[src/rtl/led_sequencer.sv]
// led_sequencer: autonomous pattern player for the 5-bit LED register peripheral.
// Avalon-MM slave side holds up to eight patterns, a step period and control bits.
// Avalon-MM master side writes each pattern in turn into the LED data register.
module led_sequencer #(
    parameter int unsigned PERIOD_W = 24,
    parameter int unsigned LED_W    = 5
) (
    input  logic        clk,
    input  logic        reset,
    // Avalon-MM slave (Nios side)
    input  logic        AVL_READ,
    input  logic        AVL_WRITE,
    input  logic        AVL_CS,
    input  logic [3:0]  AVL_BYTE_EN,
    input  logic [3:0]  AVL_ADDR,
    input  logic [31:0] AVL_WRITEDATA,
    output logic [31:0] AVL_READDATA,
    // Avalon-MM master (LED peripheral side)
    output logic        M_CS,
    output logic        M_WRITE,
    output logic [1:0]  M_ADDR,
    output logic [3:0]  M_BYTE_EN,
    output logic [31:0] M_WRITEDATA,
    input  logic        M_WAITREQUEST
);

    // Register map (word addresses); 8..15 are the pattern slots
    localparam logic [3:0] ADDR_CTRL   = 4'd0;
    localparam logic [3:0] ADDR_PERIOD = 4'd1;
    localparam logic [3:0] ADDR_STATUS = 4'd2;

    // Sequencer states
    localparam logic [1:0] StIdle  = 2'd0;
    localparam logic [1:0] StWrite = 2'd1;
    localparam logic [1:0] StWait  = 2'd2;

    // Software-visible registers
    logic                r_run;
    logic                r_loop;
    logic [2:0]          r_last;
    logic                r_done;
    logic [PERIOD_W-1:0] r_period;
    logic [LED_W-1:0]    r_pat [0:7];

    // Sequencer state
    logic [1:0]          r_state;
    logic [2:0]          r_idx;
    logic [PERIOD_W-1:0] r_cnt;

    // Next-state values
    logic [1:0]          w_state_nxt;
    logic [2:0]          w_idx_nxt;
    logic [PERIOD_W-1:0] w_cnt_nxt;
    logic                w_finish;

    // Slave-side decode
    logic        w_wr;
    logic        w_ctrl_wr;
    logic        w_period_wr;
    logic        w_pat_wr;
    logic        w_run_field_wr;
    logic        w_start;
    logic        w_stop;
    logic        w_busy;
    logic        w_at_last;
    logic        w_writing;
    logic [31:0] w_be_mask;
    logic [31:0] w_period_ext;
    logic [31:0] w_period_merge;
    logic [31:0] w_pat_ext;
    logic [31:0] w_pat_merge;
    logic [31:0] w_out_ext;
    logic [31:0] w_rdata;
    logic        w_unused;

    assign w_wr        = AVL_CS & AVL_WRITE;
    assign w_ctrl_wr   = w_wr && (AVL_ADDR == ADDR_CTRL);
    assign w_period_wr = w_wr && (AVL_ADDR == ADDR_PERIOD);
    assign w_pat_wr    = w_wr && AVL_ADDR[3];

    // All CTRL fields live in byte 0, so only BYTE_EN[0] lets RUN/LOOP/LAST change
    assign w_run_field_wr = w_ctrl_wr && AVL_BYTE_EN[0];
    assign w_start        = w_run_field_wr && AVL_WRITEDATA[0];
    // Stop request: RUN being written to 0 now, or already cleared by an earlier abort
    assign w_stop         = w_run_field_wr ? !AVL_WRITEDATA[0] : !r_run;

    assign w_busy    = (r_state != StIdle);
    // LAST may have been lowered below idx mid-run; treat that as being at LAST
    assign w_at_last = (r_idx >= r_last);
    assign w_writing = (r_state == StWrite);

    assign w_be_mask = {{8{AVL_BYTE_EN[3]}}, {8{AVL_BYTE_EN[2]}},
                        {8{AVL_BYTE_EN[1]}}, {8{AVL_BYTE_EN[0]}}};

    // Zero-extend the narrow registers to bus width for readback and byte merging
    always_comb begin
        w_period_ext                 = '0;
        w_period_ext[PERIOD_W-1:0]   = r_period;
        w_pat_ext                    = '0;
        w_pat_ext[LED_W-1:0]         = r_pat[AVL_ADDR[2:0]];
        w_out_ext                    = '0;
        w_out_ext[LED_W-1:0]         = r_pat[r_idx];
    end

    assign w_period_merge = (w_period_ext & ~w_be_mask) | (AVL_WRITEDATA & w_be_mask);
    assign w_pat_merge    = (w_pat_ext & ~w_be_mask) | (AVL_WRITEDATA & w_be_mask);

    // Bits above the register widths are intentionally dropped
    assign w_unused = ^{w_period_merge, w_pat_merge};

    // Sequencer next-state: start, master write handshake, step timer and wrap/finish
    always_comb begin
        w_state_nxt = r_state;
        w_idx_nxt   = r_idx;
        w_cnt_nxt   = r_cnt;
        w_finish    = 1'b0;
        case (r_state)
            StIdle: begin
                if (w_start) begin
                    w_idx_nxt   = 3'd0;
                    w_state_nxt = StWrite;
                end
            end
            StWrite: begin
                // An Avalon write in flight must be held until accepted, even on abort
                if (!M_WAITREQUEST) begin
                    if (w_stop) begin
                        w_state_nxt = StIdle;
                    end else begin
                        w_cnt_nxt   = r_period;
                        w_state_nxt = StWait;
                    end
                end
            end
            StWait: begin
                if (w_stop) begin
                    w_state_nxt = StIdle;
                end else if (r_cnt != '0) begin
                    w_cnt_nxt = r_cnt - PERIOD_W'(1);
                end else if (!w_at_last) begin
                    w_idx_nxt   = r_idx + 3'd1;
                    w_state_nxt = StWrite;
                end else if (r_loop) begin
                    w_idx_nxt   = 3'd0;
                    w_state_nxt = StWrite;
                end else begin
                    w_finish    = 1'b1;
                    w_state_nxt = StIdle;
                end
            end
            default: begin
                w_state_nxt = StIdle;
            end
        endcase
    end

    // Sequencer state registers
    always_ff @(posedge clk or negedge reset) begin
        if (!reset) begin
            r_state <= StIdle;
            r_idx   <= 3'd0;
            r_cnt   <= '0;
        end else begin
            r_state <= w_state_nxt;
            r_idx   <= w_idx_nxt;
            r_cnt   <= w_cnt_nxt;
        end
    end

    // CTRL and DONE: software writes, cleared RUN / set DONE on natural completion
    always_ff @(posedge clk or negedge reset) begin
        if (!reset) begin
            r_run  <= 1'b0;
            r_loop <= 1'b0;
            r_last <= 3'd0;
            r_done <= 1'b0;
        end else begin
            if (w_run_field_wr) begin
                r_run  <= AVL_WRITEDATA[0];
                r_loop <= AVL_WRITEDATA[1];
                r_last <= AVL_WRITEDATA[6:4];
            end
            // Completion wins over a coincident CTRL write
            if (w_finish) begin
                r_run  <= 1'b0;
                r_done <= 1'b1;
            end else if (w_ctrl_wr) begin
                r_done <= 1'b0;
            end
        end
    end

    // PERIOD register, byte-enable merged
    always_ff @(posedge clk or negedge reset) begin
        if (!reset) begin
            r_period <= '0;
        end else if (w_period_wr) begin
            r_period <= w_period_merge[PERIOD_W-1:0];
        end
    end

    // Pattern slots, byte-enable merged
    always_ff @(posedge clk or negedge reset) begin
        if (!reset) begin
            for (int i = 0; i < 8; i++) begin
                r_pat[i] <= '0;
            end
        end else if (w_pat_wr) begin
            r_pat[AVL_ADDR[2:0]] <= w_pat_merge[LED_W-1:0];
        end
    end

    // Zero-latency readback, forced to 0 outside a selected read
    always_comb begin
        w_rdata = '0;
        if (AVL_CS && AVL_READ) begin
            if (AVL_ADDR[3]) begin
                w_rdata = w_pat_ext;
            end else begin
                case (AVL_ADDR)
                    ADDR_CTRL: begin
                        w_rdata[0]   = r_run;
                        w_rdata[1]   = r_loop;
                        w_rdata[6:4] = r_last;
                    end
                    ADDR_PERIOD: begin
                        w_rdata = w_period_ext;
                    end
                    ADDR_STATUS: begin
                        w_rdata[0]   = w_busy;
                        w_rdata[1]   = r_done;
                        w_rdata[6:4] = r_idx;
                    end
                    default: begin
                        w_rdata = '0;
                    end
                endcase
            end
        end
    end

    assign AVL_READDATA = w_rdata;

    // Master outputs decode straight from state so reset drops M_WRITE asynchronously
    assign M_CS        = w_writing;
    assign M_WRITE     = w_writing;
    assign M_ADDR      = 2'b00;
    assign M_BYTE_EN   = 4'b0001;
    assign M_WRITEDATA = w_writing ? w_out_ext : 32'd0;

endmodule

[config.mk]
export PLATFORM = sky130hd
export DESIGN_NAME = led_sequencer
export DESIGN_NICKNAME = d
export VERILOG_FILES = /design/src/rtl/led_sequencer.sv
export SDC_FILE = /design/constraint.sdc
export NUM_CORES = 1
export LEC_CHECK = 0
export ABC_CLOCK_PERIOD_IN_PS = 2800
export BUFFER_PORTS_ARGS = -buffer_cell sky130_fd_sc_hd__buf_2
export CAP_MARGIN = 20
export CORE_ASPECT_RATIO = 0.8
export CORE_MARGIN = 10
export CORE_UTILIZATION = 34
export DETAILED_ROUTE_END_ITERATION = 10
export MAX_ROUTING_LAYER = met4
export PLACE_DENSITY = 0.5
export SLEW_MARGIN = 20
export SYNTH_ARGS = -nofsm -noshare
export SYNTH_HDL_FRONTEND = slang
export SYNTH_SLANG_ARGS = --single-unit
[constraint.sdc]
create_clock -name clk -period 2.8 [get_ports clk]
set_clock_uncertainty 0.1 [all_clocks]
set_input_delay 0.56 -clock clk [delete_from_list [all_inputs] [get_ports clk]]
set_output_delay 0.56 -clock clk [all_outputs]
set_load 0.1 [all_outputs]
; Word level (Yosys, flattened, before mapping)
; Index checks and enable logic that the tools add are counted.
[word_totals]
word_cells = 108
in_bits = 46
ff_bits = 99
out_inout_bits = 72
[op_classes]
muxes = 45
n_lt_le_gt_ge = 4
n_addsub = 2
n_reduce_logical = 20
n_eq_ne = 12
bitwise = 9
[op_table]
columns = operator, n
row1 = two-way mux 24 bit, 6
row2 = AND 24 bit, 2
row3 = one-hot mux 24 bit (2 select lines), 1
row4 = bitwise mux 40 bit, 1
row5 = binary-select mux 5 bit (select 3 bit), 2
row6 = two-way mux 5 bit, 6
row7 = inverter 24 bit, 1
row8 = bitwise OR 24 bit, 1
row9 = nonzero test 24 bit, 1
row10 = subtractor 24 x 1 -> 24 bit (second input constant), 1
row11 = two-way mux 17 bit, 1
row12 = demux 5 bit (select 3 bit), 1
row13 = two-way mux 3 bit, 5
row14 = two-way mux 1 bit, 12
row15 = two-way mux 2 bit, 6
row16 = != test 2 bit (second input constant), 6
row17 = one-hot mux 2 bit (3 select lines), 2
row18 = AND reduction 5 bit, 2
row19 = nonzero test 2 bit, 5
row20 = one-hot mux 3 bit (3 select lines), 1
row21 = >= comparator 4 bit (second input constant), 2
row22 = inverter 3 -> 4 bit, 2
row23 = logical AND 1 bit, 7
row24 = != test 3 bit (second input constant), 2
row25 = 15 further kinds, 16

; Longest topological paths before layout
[depth]
depth_word = 7
ltp_mapped = 8
depth_no_buf = 8

; Worst setup path after synthesis
; OpenSTA, ideal clock, no wires.
[synth_timing]
kind = input -> output
start = in AVL_ADDR[0]
end = out AVL_READDATA[4]
stages = 8
path_slack_ps = -1095
t_required_ps = 2140
arrival_ps = 3235
n_path_buf = 3
cell_sequence = buf_2 buf_1 buf_2 nor2b_1 nand2_1 o21ai_0 nand2_1 a21oi_1
[synth_via]
elab_chain_cells = 6
word_cells_on_any_way = 10
classes_between = 2 x eq/ne / 6 x mux / 1 x bitwise / 1 x reduce/logical
[synth_rtl]
columns = item, line_no
row1 = from (decl), 15  ; input logic [3:0] AVL_ADDR,
row2 = inverter 3 -> 4 bit (not written as such), 100  ; w_pat_ext[LED_W-1:0] = r_pat[AVL_ADDR[2:0]];
row3 = binary-select mux 5 bit (select 3 bit), 100
row4 = two-way mux 5 bit (not written as such) (2 in series), 100
row5 = two-way mux 24 bit *, 217  ; if (AVL_ADDR[3]) begin
row6 = two-way mux 24 bit *, 216  ; if (AVL_CS && AVL_READ) begin
row7 = to (decl), 17  ; output logic [31:0] AVL_READDATA,
; Mark *: on every way between the ends. The rest lies on a longest branch, timed or not. The select of a mux whose other input is x is not followed.

; Final worst setup path
[layout_timing]
start = in AVL_ADDR[1]
end = out AVL_READDATA[4]
; The elaborated chain is that of the path after synthesis.

==> flow_summary.ini <==
[run_status]
status = complete, no violations

[cts]
path_clk_slew_ps = 70
numCtsBuffers = 9
ctsLongestPathBuffers = 2
cts_tree = yes
ctsRootBufferMaster = clkbuf_16
cts_setup_buffers = 0
cts_max_level = 3
clock-sinks = 99
clk-insertion-delay-late_ps = 350
hold_buffers = 0

[power_and_ir_drop]
cellLeakagePower_nw = 3.36
power.density_nw_per_um2 = 534
vdd_drop_max_uv = 281

[detailed_routing]
wire_per_inst_microns = 20.0
vias = 4978
via_per_inst = 5.49
drt_iter0_drc = 336
drt-total-wl_mm = 18.1
drc = 0
dr.pass1.iters = 5
antenna_left = 0

[synth]
yosysTopAreaCell = dfrtp_1
synthAdderAreaFrac_pct = 1.22
synth_edf_count = 0
async_flop_share_pct = 100
ys_seq_area_share_pct = 40.4
synth_top_family_by_area = multiplexers
yosys.area_share.simple_pct = 14.7
synth_compound_area_share_pct = 15.1
yosysMostFrequentCell = dfrtp_1
synth-main-ff-cell = dfrtp_1
synth-xor-area-share_pct = 0
ys_types = 62
synth_mux_area_share_pct = 20.1
synth_top_area_share_pct = 40.4
mappedNetlistArea_sq_um = 6140
synth_common_cells = dfrtp_1 (99), mux2_2 (62), buf_4 (43), nor2_1 (39), nand2_1 (34)
postSynthCellCount = 591
avgSynthCellArea_sq_um = 10.4
synth.area.top_cells = dfrtp_1 (40%), mux2_2 (11%), mux4_2 (5.5%), buf_4 (5.3%), mux2i_1 (3.3%)
ys_warn_count = 0
ys_ff_latch = 99

[placement]
dp_hpwl_mm = 13.6
place_inst = 890
placed_area_sq_um = 7270
portBuffers = 67
place.gp.congestion = 0.882

[critical_path]
crit_chain = buf_2 -> buf_12 -> buf_4 -> nor2b_2 -> buf_4 -> nand2_1 -> o21ai_0 -> nand2_1 -> a21oi_4 -> buf_12
required_ps = 2140
max_stage_delay_ps = 190
r2r_slack_ps = 200
end_kind = output port
arrival_ps = 2080
critPathTopFamily = buffers and inverters
critPathBufInv = 5
crit_start = AVL_ADDR[1]
cpMaxStageDelayCell = a21oi_4
r2r_end = r_idx[2]
reg2reg_depth = 6
criticalPathCategory = in2out
cp_max_fo = 21
rr_startpoint = r_cnt[15]
cp-start-kind = primary input

[layout]
final_cell_count_no_fill = 906
final_layout_size_suffix_gt1_share_pct = 37.7
design_area_sq_um = 7640
syn_to_final_growth_pct = 24.5
n_fill_cell = 1671
diodes = 0
fin_nets = 728

[global_route]
grt_pass1_wl_mm = 28.6
grt_pass1_vias = 5047
antenna_found_initial = 0
grt_max_degree = 61
overflow = 0
use_met1_pct = 21.1
grt_use_met3_pct = 3.20
grt_use_total_pct = 15.6
grtUsageMet2_pct = 22.9
busiest_layer = met2

[floorplan]
die_area_sq_um = 23900
rows = 43
die_x_microns = 170
start_util_pct = 35.0
ios = 118
die_h_microns = 140
coreArea_sq_um = 17500

[job]
drv_cap = 0

[sta]
setup_viol = 0
grt_setup_unrepaired = false
worst_slew_pin_slew_ps = 617
min_period_ps = 2740
max_freq_mhz = 365
slew_headroom_pct = 58.9
post-route-period-util_pct = 97.8
slew_violations = 0
hold_viol = 0

[worst_hold_path]
hold_path.class = in2async
[cells in the final DEF (no fill, tap or decap), drive strengths merged, types with 6 or more instances in the layout]
cell     instances
conb            41
o221ai           9
or3              6
nand2b           8
dfrtp           99
o31ai            8
nand2           34
nor3            16
o2bb2ai         12
inv             15
mux2            62
buf            114
nand3           13
clkbuf           9
nor2            39
mux2i           20
o21ai           17
o22ai            6
and2            18
ha               6
mux4            15
a21oi           22
nor4             9
a22oi            7
[layout make-up]
type                    count  area, sq um  area share [%]
inverters                  12         47.5           0.622
repair buffers            114         1080            14.2
flip-flops and latches     99         2480            32.4
well taps                 225          282            3.68
multi-input cells         440         3430            44.9
clock buffers               9          225            2.95
clock inverters             7         96.3            1.26
[per-layer routing]
metal / wire length [microns] / vias up
li1: - / 2302
met1: 8610 / 2485
met2: 7990 / 170
met3: 1200 / 21
met4: 292 / 0
met5: 0 / -
[kinds of logic (layout without fill, tap and decap cells)]
| family | count (synthesis) | after routing |
|---|---|---|
| other | 2 | 41 |
| buffers and inverters | 91 | 142 |
| AND/OR/NAND/NOR | 173 | 173 |
| flip-flops | 99 | 99 |
| adder cells (fa/ha/maj) | 6 | 6 |
| AO/OA/AOI/OAI | 123 | 123 |
| multiplexers | 97 | 97 |
[how the worst max path moves through the flow]
stage | to | cells past startpoint
5_1_grt | M_WRITEDATA[2] | 4
6_report | AVL_READDATA[4] | 10
3_5_place_dp | AVL_READDATA[4] | 8
4_1_cts | AVL_READDATA[0] | 5
3_3_place_gp | AVL_READDATA[0] | 6
2_1_floorplan | AVL_READDATA[12] | 6
[metrics by stage]
stage               util, %  setup TNS, ps  power, W  worst slack [ps]  hold slack, ps
floorplan                 -           -791   0.00249             -85.9             164
global placement       41.5          -50.9   0.00269             -34.0             380
detailed placement     41.5          -31.0   0.00271             -12.0             379
CTS                    43.4              0   0.00411              2.65             117
global route           43.6              0   0.00427             0.350             127
finish                 43.6              0   0.00408              62.8             101
[where the power goes]
group,total [W],switching (W),internal [W]
clock network,0.00138,0.000589,0.000791
logic,0.000963,0.000591,0.000372
registers,0.00174,0.000137,0.00160
[repair_timing]
item,in CTS,in global routing
gates cloned,0,0
gates resized for setup,3,10
endpoints found under the setup margin,3,23
hold endpoints to repair,0,0
pin swaps,0,1
Note: power is estimated with default switching activity, not from simulation.
